$ cat src/rtl/mips_pkg.sv
// Shared fetch-path definitions: FSM state codes, redirect sources and word geometry.
// Redirect source codes are ordered so that a numerically larger code wins.
package mips_pkg;

  localparam int WORD       = 32;
  localparam int INSN_BYTES = 4;

  localparam logic [1:0] ST_HOLD  = 2'd0;
  localparam logic [1:0] ST_ISSUE = 2'd1;
  localparam logic [1:0] ST_WAIT  = 2'd2;

  typedef enum logic [1:0] {
    SRC_NONE = 2'd0,
    SRC_BR   = 2'd1,
    SRC_JMP  = 2'd2,
    SRC_EXC  = 2'd3
  } redir_src_e;

  function automatic logic [WORD-1:0] word_align(input logic [WORD-1:0] addr);
    return {addr[WORD-1:2], 2'b00};
  endfunction

endpackage

$ cat src/rtl/pc_redirect_mux.sv
// Priority select among exception, jump and taken-branch redirects.
// Produces the word-aligned target and flags a misaligned raw jump/branch target.
module pc_redirect_mux
  import mips_pkg::*;
#(
  parameter logic [WORD-1:0] EXC_VECTOR = 32'h80000180
) (
  input  logic            exc_i,
  input  logic            jump_i,
  input  logic [WORD-1:0] jump_target_i,
  input  logic            br_taken_i,
  input  logic [WORD-1:0] br_target_i,
  output redir_src_e      src_o,
  output logic [WORD-1:0] target_o,
  output logic            misalign_o
);

  always_comb begin
    src_o      = SRC_NONE;
    target_o   = '0;
    misalign_o = 1'b0;
    if (exc_i) begin
      src_o    = SRC_EXC;
      target_o = word_align(EXC_VECTOR);
    end else if (jump_i) begin
      src_o      = SRC_JMP;
      target_o   = word_align(jump_target_i);
      misalign_o = |jump_target_i[1:0];
    end else if (br_taken_i) begin
      src_o      = SRC_BR;
      target_o   = word_align(br_target_i);
      misalign_o = |br_target_i[1:0];
    end
  end

endmodule

$ cat src/rtl/pc_fetch_sequencer.sv
// PC sequencer: HOLD after reset, then ISSUE/WAIT single-outstanding fetch loop.
// Redirects in WAIT are parked in a pending register and squash the returning fetch.
module pc_fetch_sequencer
  import mips_pkg::*;
#(
  parameter logic [WORD-1:0] RESET_VECTOR = 32'h00000000,
  parameter logic [WORD-1:0] EXC_VECTOR   = 32'h80000180,
  parameter int unsigned     HOLD_CYCLES  = 2
) (
  input  logic            clk,
  input  logic            R,
  input  logic            stall,
  input  logic            exc,
  input  logic            jump,
  input  logic [WORD-1:0] jump_target,
  input  logic            br_taken,
  input  logic [WORD-1:0] br_target,
  output logic            imem_req,
  output logic [WORD-1:0] imem_addr,
  input  logic            imem_ack,
  output logic [WORD-1:0] pc_out,
  output logic [WORD-1:0] pc_plus4,
  output logic            fetch_valid,
  output logic            addr_err
);

  localparam int unsigned        HOLD_W    = $clog2(HOLD_CYCLES + 1);
  localparam logic [HOLD_W-1:0]  HOLD_LAST = HOLD_W'(HOLD_CYCLES - 1);
  localparam logic [WORD-1:0]    STEP      = WORD'(INSN_BYTES);

  logic [1:0]        state_q, state_d;
  logic [WORD-1:0]   pc_q, pc_d;
  logic              req_q, req_d;
  logic              fv_q, fv_d;
  logic              aerr_q, aerr_d;
  logic              squash_q, squash_d;
  redir_src_e        pend_src_q, pend_src_d;
  logic [WORD-1:0]   pend_tgt_q, pend_tgt_d;
  logic [HOLD_W-1:0] hold_q, hold_d;

  redir_src_e        redir_src;
  logic [WORD-1:0]   redir_tgt;
  logic              redir_mis;
  logic              redir_valid;

  pc_redirect_mux #(
    .EXC_VECTOR (EXC_VECTOR)
  ) u_redirect_mux (
    .exc_i         (exc),
    .jump_i        (jump),
    .jump_target_i (jump_target),
    .br_taken_i    (br_taken),
    .br_target_i   (br_target),
    .src_o         (redir_src),
    .target_o      (redir_tgt),
    .misalign_o    (redir_mis)
  );

  assign redir_valid = (redir_src != SRC_NONE);

  always_comb begin
    state_d    = state_q;
    pc_d       = pc_q;
    req_d      = req_q;
    fv_d       = 1'b0;
    aerr_d     = 1'b0;
    squash_d   = squash_q;
    pend_src_d = pend_src_q;
    pend_tgt_d = pend_tgt_q;
    hold_d     = hold_q;
    case (state_q)
      ST_HOLD: begin
        if (hold_q == HOLD_LAST) begin
          state_d = ST_ISSUE;
          hold_d  = '0;
        end else begin
          hold_d = hold_q + HOLD_W'(1);
        end
      end
      ST_ISSUE: begin
        if (redir_valid) begin
          pc_d   = redir_tgt;
          aerr_d = redir_mis;
        end
        if (!stall) begin
          state_d = ST_WAIT;
          req_d   = 1'b1;
        end
      end
      ST_WAIT: begin
        if (imem_ack) begin
          state_d    = ST_ISSUE;
          req_d      = 1'b0;
          fv_d       = !(squash_q || redir_valid);
          squash_d   = 1'b0;
          pend_src_d = SRC_NONE;
          if (redir_valid) begin
            pc_d   = redir_tgt;
            aerr_d = redir_mis;
          end else if (pend_src_q != SRC_NONE) begin
            pc_d = pend_tgt_q;
          end else begin
            pc_d = pc_q + STEP;
          end
        // SRC_NONE is the lowest code, so an empty pending slot is always overwritten
        end else if (redir_valid && (redir_src >= pend_src_q)) begin
          pend_src_d = redir_src;
          pend_tgt_d = redir_tgt;
          squash_d   = 1'b1;
          aerr_d     = redir_mis;
        end
      end
      default: begin
        state_d = ST_HOLD;
        req_d   = 1'b0;
        hold_d  = '0;
      end
    endcase
  end

  always_ff @(posedge clk) begin
    if (!R) begin
      state_q    <= ST_HOLD;
      pc_q       <= RESET_VECTOR;
      req_q      <= 1'b0;
      fv_q       <= 1'b0;
      aerr_q     <= 1'b0;
      squash_q   <= 1'b0;
      pend_src_q <= SRC_NONE;
      pend_tgt_q <= '0;
      hold_q     <= '0;
    end else begin
      state_q    <= state_d;
      pc_q       <= pc_d;
      req_q      <= req_d;
      fv_q       <= fv_d;
      aerr_q     <= aerr_d;
      squash_q   <= squash_d;
      pend_src_q <= pend_src_d;
      pend_tgt_q <= pend_tgt_d;
      hold_q     <= hold_d;
    end
  end

  assign imem_req    = req_q;
  assign imem_addr   = pc_q;
  assign pc_out      = pc_q;
  assign pc_plus4    = pc_q + STEP;
  assign fetch_valid = fv_q;
  assign addr_err    = aerr_q;

endmodule
$ cat config.mk
export PLATFORM = sky130hd
export DESIGN_NAME = pc_fetch_sequencer
export DESIGN_NICKNAME = d
export VERILOG_FILES = /design/src/rtl/mips_pkg.sv /design/src/rtl/pc_redirect_mux.sv /design/src/rtl/pc_fetch_sequencer.sv
export SDC_FILE = /design/constraint.sdc
export NUM_CORES = 1
export LEC_CHECK = 0
export CORE_MARGIN = 5
export CORE_UTILIZATION = 41
export CTS_CLUSTER_SIZE = 8
export DETAILED_ROUTE_END_ITERATION = 16
export PLACE_DENSITY = 0.76
export SYNTH_ARGS = -nofsm -noshare
export SYNTH_HDL_FRONTEND = slang
export SYNTH_SLANG_ARGS = --single-unit
$ cat constraint.sdc
create_clock -name clk -period 2.7 [get_ports clk]
set_input_delay 0.54 -clock clk [delete_from_list [all_inputs] [get_ports clk]]
set_output_delay 0.54 -clock clk [all_outputs]
set_load 0.01 [all_outputs]
---- After elaboration in Yosys (flattened, before gate mapping) ----
Index checks and enable logic that the tools add are counted.
operators by class
  add/sub/neg operators ................... 2
  magnitude comparators ................... 1
  eq/ne operators ......................... 7
  muxes and demuxes ....................... 31
  bitwise operators ....................... 2
  reductions and logical operators ........ 17
operators with widths
  kind                   count
  $mux 32                7
  $pmux 32 s2            1
  $add 32x3->32 const B  1
  $mux 2                 8
  $reduce_and 3->1       5
  $mux 1                 11
  $ne 2x2->1 const B     4
  $reduce_bool 2->1      4
  $pmux 2 s3             1
  $reduce_or 2->1        3
  $eq 2x1->1 const B     2
  $pmux 2 s2             1
  $pmux 1 s3             1
  $add 2x1->2 const B    1
  $eq 2x2->1 const B     1
  $ge 2x2->1             1
  $logic_not 2->1        1
  $not 1->1              2
  $pmux 1 s2             1
  $reduce_and 2->1       1
  $logic_and 1x1->1      1
  $logic_not 1->1        1
  $logic_or 1x1->1       1
word-level totals
  flip-flop bits (word level) ............. 74
  bits of input ports ..................... 71
  output and inout port bits .............. 99
  word-level logic and storage cells ...... 69

---- Longest topological paths before layout ----
  word-level depth ........................ 8
  gate-level depth with buffers ........... 13
  mapped depth without buffers ............ 8

---- Modules after synthesis ----
Synthesis repeated with hierarchy kept, for this count alone.
unflattened totals
  cells, all modules ...................... 701
  area total of the unflattened synthesis .. 4977.3 µm²
modules (own cells, without submodules)
  module              instances  cells an instance  area each (µm²)  sequential area each (µm²)
  pc_fetch_sequencer  1          593                4342.9           1481.4
  pc_redirect_mux     1          108                634.4            0.0

---- Least setup slack after synthesis ----
Ideal clock, no wire load.
  path kind ............................... input-to-reg
  start point ............................. input br_taken
  end point ............................... register pend_tgt_q[26]
  library setup time ...................... 0.070 ns
  data arrival time ....................... 2.612 ns
  data required time ...................... 2.630 ns
  setup slack ............................. 0.018 ns
  stages on the path ...................... 13
  path buffers ............................ 5
  cell sequence ........................... buf_6 nor2b_1 clkbuf_1 buf_2 nor2_1 ha_1 nand2b_1 a21o_1 nand3_1 buf_2 buf_4 nand2_1 a21oi_1
between the ends
  longest elaborated chain between the ends .. 6
  elaborated cells on any way between the ends .. 10
  classes of those cells .................. order compare: 1; mux: 6; reduce/logical: 3
ends and longest elaborated chain
  item                                             line                                                 source
  from (decl)                                      pc_fetch_sequencer.sv:16                             input logic br_taken,
  $mux 1                                           pc_redirect_mux.sv:29                                end else if (br_taken_i) begin
  $mux 2                                           pc_redirect_mux.sv:25                                end else if (jump_i) begin
  $mux 2                                           pc_redirect_mux.sv:22                                if (exc_i) begin
  $ge 2x2->1 or $reduce_bool 2->1 (tied branches)  pc_fetch_sequencer.sv:106, pc_fetch_sequencer.sv:59
  $logic_and 1x1->1                                pc_fetch_sequencer.sv:106                            end else if (redir_valid && (redir_src >= pend_src_q)) begin
  $reduce_and 3->1 (no source line)                --
  to (signal assigned)                             pc_fetch_sequencer.sv:140                            pend_tgt_q <= pend_tgt_d;
  to (decl)                                        pc_fetch_sequencer.sv:38                             logic [WORD-1:0] pend_tgt_q, pend_tgt_d;
Several ways; a longest one is shown, not always the timed one.
A chain may end at the register's enable or synchronous reset.

---- Worst setup path after layout ----
  start point ............................. register pc_q[2], in the netlist imem_addr[2]
  end point ............................... output pc_plus4[31]
between the ends
  longest elaborated chain between the ends .. 1
ends and longest elaborated chain
  item                    line                       source
  from (decl)             pc_fetch_sequencer.sv:32   logic [WORD-1:0] pc_q, pc_d;
  from (signal assigned)  pc_fetch_sequencer.sv:134  pc_q <= pc_d;
  $add 32x3->32           pc_fetch_sequencer.sv:148  assign pc_plus4 = pc_q + STEP;
  to (decl)               pc_fetch_sequencer.sv:22   output logic [WORD-1:0] pc_plus4,
Every way passes these cells.

==> impl_metrics.py <==
metrics = {
    "run_status": {
        "outcome": "finished, final reports clean",
    },
    "setup_path": {
        "cpLargestDelayFamily": "simple AND/OR/NAND/NOR gates",
        "reg2reg_setup_slack_ns": 0.33,
        "setup.worst_path.start_class": "flip-flop",
        "path_cells": "nand4_1, buf_4, nor4_4, and3_1, nand3_1, xnor2_1, clkbuf_2",
        "cpPeakStageDelay_ns": 0.38,
        "rr_worst_depth": 7,
        "r2r-end": "imem_addr[13]",
        "crit_buf_inv": 2,
        "crit_fanout": 5,
        "cp-end-kind": "output port",
        "crit_required_ns": 2.16,
        "rr_startpoint": "state_q[0]",
        "worst-setup-path-type": "flip-flop to output port",
        "crit_path_top_delay_cell": "dfxtp_4",
        "crit_arrival_ns": 2.08,
    },
    "floorplanning": {
        "rows": 39,
        "core-area_sq_um": 11300,
        "die_y_microns": 117,
        "die_width_microns": 117,
        "initial_core_util_pct": 41.3,
        "io_pins": 170,
        "dieArea_sq_um": 13600,
    },
    "layout": {
        "layout-drive-gt1-share_pct": 18.0,
        "fill_cells": 985,
        "diodes": 0,
        "fin_cells": 950,
        "area_delta_synth_final_pct": 51.9,
        "final_nets": 879,
        "fin_util_pct": 62.7,
        "fin_area_sq_um": 7070,
    },
    "timing": {
        "hold_violations": 0,
        "min_period_over_period_pct": 97.0,
        "finalCriticalPeriod_ns": 2.62,
        "hold_ws_ns": 0.425,
        "finalMaxSlewViolations": 0,
        "setup_viol": 0,
        "fmax_mhz": 382,
        "maxSlewHeadroom_pct": 62.2,
        "worst_pin_slew_ns": 0.567,
        "finClkSkew_ns": 0.00676,
        "fin_ws_ns": 0.0823,
    },
    "synth": {
        "synth-xor-area-share_pct": 5.27,
        "netlist_area_sq_um": 4650,
        "post-synth-top-area-cell": "dfxtp_1",
        "synth_compound_area_share_pct": 24.8,
        "synth-async-reset-ratio_pct": 0,
        "ys.flop_type": "dfxtp_1",
        "synth_fa_ha_area_share_pct": 1.61,
        "ys_top_cells_by_count": "80 x nand2_1, 70 x dfxtp_1, 68 x a21oi_1, 52 x nor2_1, 37 x buf_4",
        "synth_seq_cells": 70,
        "synth_area_leaders": "dfxtp_1 30%, a21oi_1 7.3%, nand2_1 6.5%, buf_4 6.0%, nor2_1 4.2%",
        "synth_mux_area_share_pct": 1.08,
        "yosysTopAreaCellShare_pct": 30.1,
        "synth_top_family_by_area": "simple AND/OR/NAND/NOR gates",
        "synth-edff-count": 0,
        "yosys.area_share.simple_pct": 25.9,
        "synth_seq_area_share_pct": 30.1,
        "syn_inst": 615,
        "synth.distinct_cells": 72,
        "synth.avg_cell_area_sq_um": 7.57,
        "yosysMostFrequentCell": "nand2_1",
        "ys_warn_count": 0,
    },
    "cts": {
        "numCtsBuffers": 9,
        "cts-root-buf": "clkbuf_16",
        "h-tree-depth": 3,
        "worstSkewPairLatency_ns": 0.33,
        "cts_buffer_depth": 2,
        "tritoncts": "built",
        "cts_sinks": 70,
        "cts.clk_slew.worst_paths_ns": 0.06,
    },
    "global_routing": {
        "grt_pass1_vias": 5194,
        "grt_remaining_overflow": 0,
        "antenna_found_initial": 0,
        "grtUsageTotal_pct": 24.1,
        "grt_pass1_wl_mm": 26.1,
        "grt_start_max_net_pins": 42,
    },
    "power": {
        "ir_drop_v": 0.000425,
        "power.density_nw_per_um2": 705,
        "p_leak_nw": 2.93,
    },
    "hold_path": {
        "hold_path_class": "flip-flop to flip-flop",
        "min_from": "squash_q",
        "min_to": "fetch_valid",
        "min_delay_path_depth": 1,
    },
    "route": {
        "dr.pass1.iters": 5,
        "drt_iter0_markers": 479,
        "viasPerCell": 5.56,
        "vias": 5284,
        "antenna_left": 0,
        "routed_wl_mm": 16.5,
        "post_drt_wl_per_cell_microns": 17.4,
        "drc": 0,
    },
    "placed_design": {
        "gp_congestion": 0.895,
        "placed_area_sq_um": 6580,
        "place.port_buffers": 163,
        "dpl.cell_count": 920,
        "dp.final_hpwl_mm": 12.6,
        "place_ws_ns": -0.102,
    },
    "flow_run": {
        "maxCapViolCount": 0,
    },
}
[flip-flops by register name, indices dropped and copies added, names as in the netlist]
| signal | flops |
|---|---|
| addr_err | 1 |
| imem_addr | 30 |
| state_q | 2 |
| pend_tgt_q | 30 |
| squash_q | 1 |
| fetch_valid | 1 |
| imem_req | 1 |
| pend_src_q | 2 |
| hold_q | 2 |
[worst reg2reg max path: stages (launching register included)]
cell and delay, ns:
dfxtp_1 0.36, inv_1 0.08, ha_1 0.31, nor2b_1 0.19
or3_1 0.46, buf_4 0.24, a211oi_1 0.43, a31oi_1 0.17
[report_power, final]
group	total [mW]	leakage, nW	switching (mW)	internal [mW]
registers	1.36	0.569	0.159	1.20
logic	2.56	2.23	1.27	1.29
clock network	1.06	0.135	0.450	0.614
[what timing repair did]
item,4_1_cts,5_1_grt
hold buffers,0,0
hold endpoints to repair,0,0
pin swaps,10,5
setup buffers,9,4
cloned,1,0
resized for setup,34,25
endpoints found under the setup margin,22,23
[cell families (layout without fill, tap and decap cells)]
| group | count (synthesis) | count (layout) |
|---|---|---|
| mux | 5 | 5 |
| compound gates | 181 | 181 |
| flops | 70 | 70 |
| simple gates | 235 | 235 |
| fa+ha+maj | 6 | 6 |
| other cells | 1 | 6 |
| xor+xnor | 28 | 28 |
| buf+inv | 89 | 276 |
[area by class of cell]
type	count	area [sq um]	area share, %
repair buffers	250	2300	32.5
multi-input cells	461	2880	40.8
flip-flops and latches	70	1410	19.9
inverters	10	37.5	0.531
well taps	143	179	2.53
clock inverters	7	41.3	0.584
clock buffers	9	225	3.19
[per-stage QoR]
stage / power, mW / TNS [ns]
finish: 4.98 / 0
global route: 5.26 / -0.00745
CTS: 4.97 / 0
detailed placement: 3.89 / -1.36
global placement: 3.82 / 0
floorplan: 2.67 / 0
[layout by cell type (no fill, tap or decap), types with 14 or more instances in the layout]
cell type,count
clkdlybuf4s50_1,141
buf_4,84
nand2_1,80
a21oi_1,68
dfxtp_1,67
nor2_1,49
o21ai_0,27
a22oi_1,16
xnor2_1,14
nand3b_1,14
[worst max path at each step]
stage,cells past startpoint,startpoint,slack [ns],end
floorplan,13,br_taken,0.02,pend_tgt_q[26]
global placement,10,jump,0.0004,pend_src_q[0]
detailed placement,10,jump,-0.10,pend_tgt_q[30]
CTS,7,imem_addr[2],0.01,pc_plus4[31]
global route,7,imem_addr[7],-0.007,pc_plus4[22]
finish,7,imem_addr[2],0.08,pc_plus4[31]
[layer usage]
metal	track usage (%)	part of all wire [%]
met1	32.3	43
met2	39.3	46
met3	4.46	8.9
met4	7.72	2.1
met5	0	0
Power figures use the tool's default switching activity.
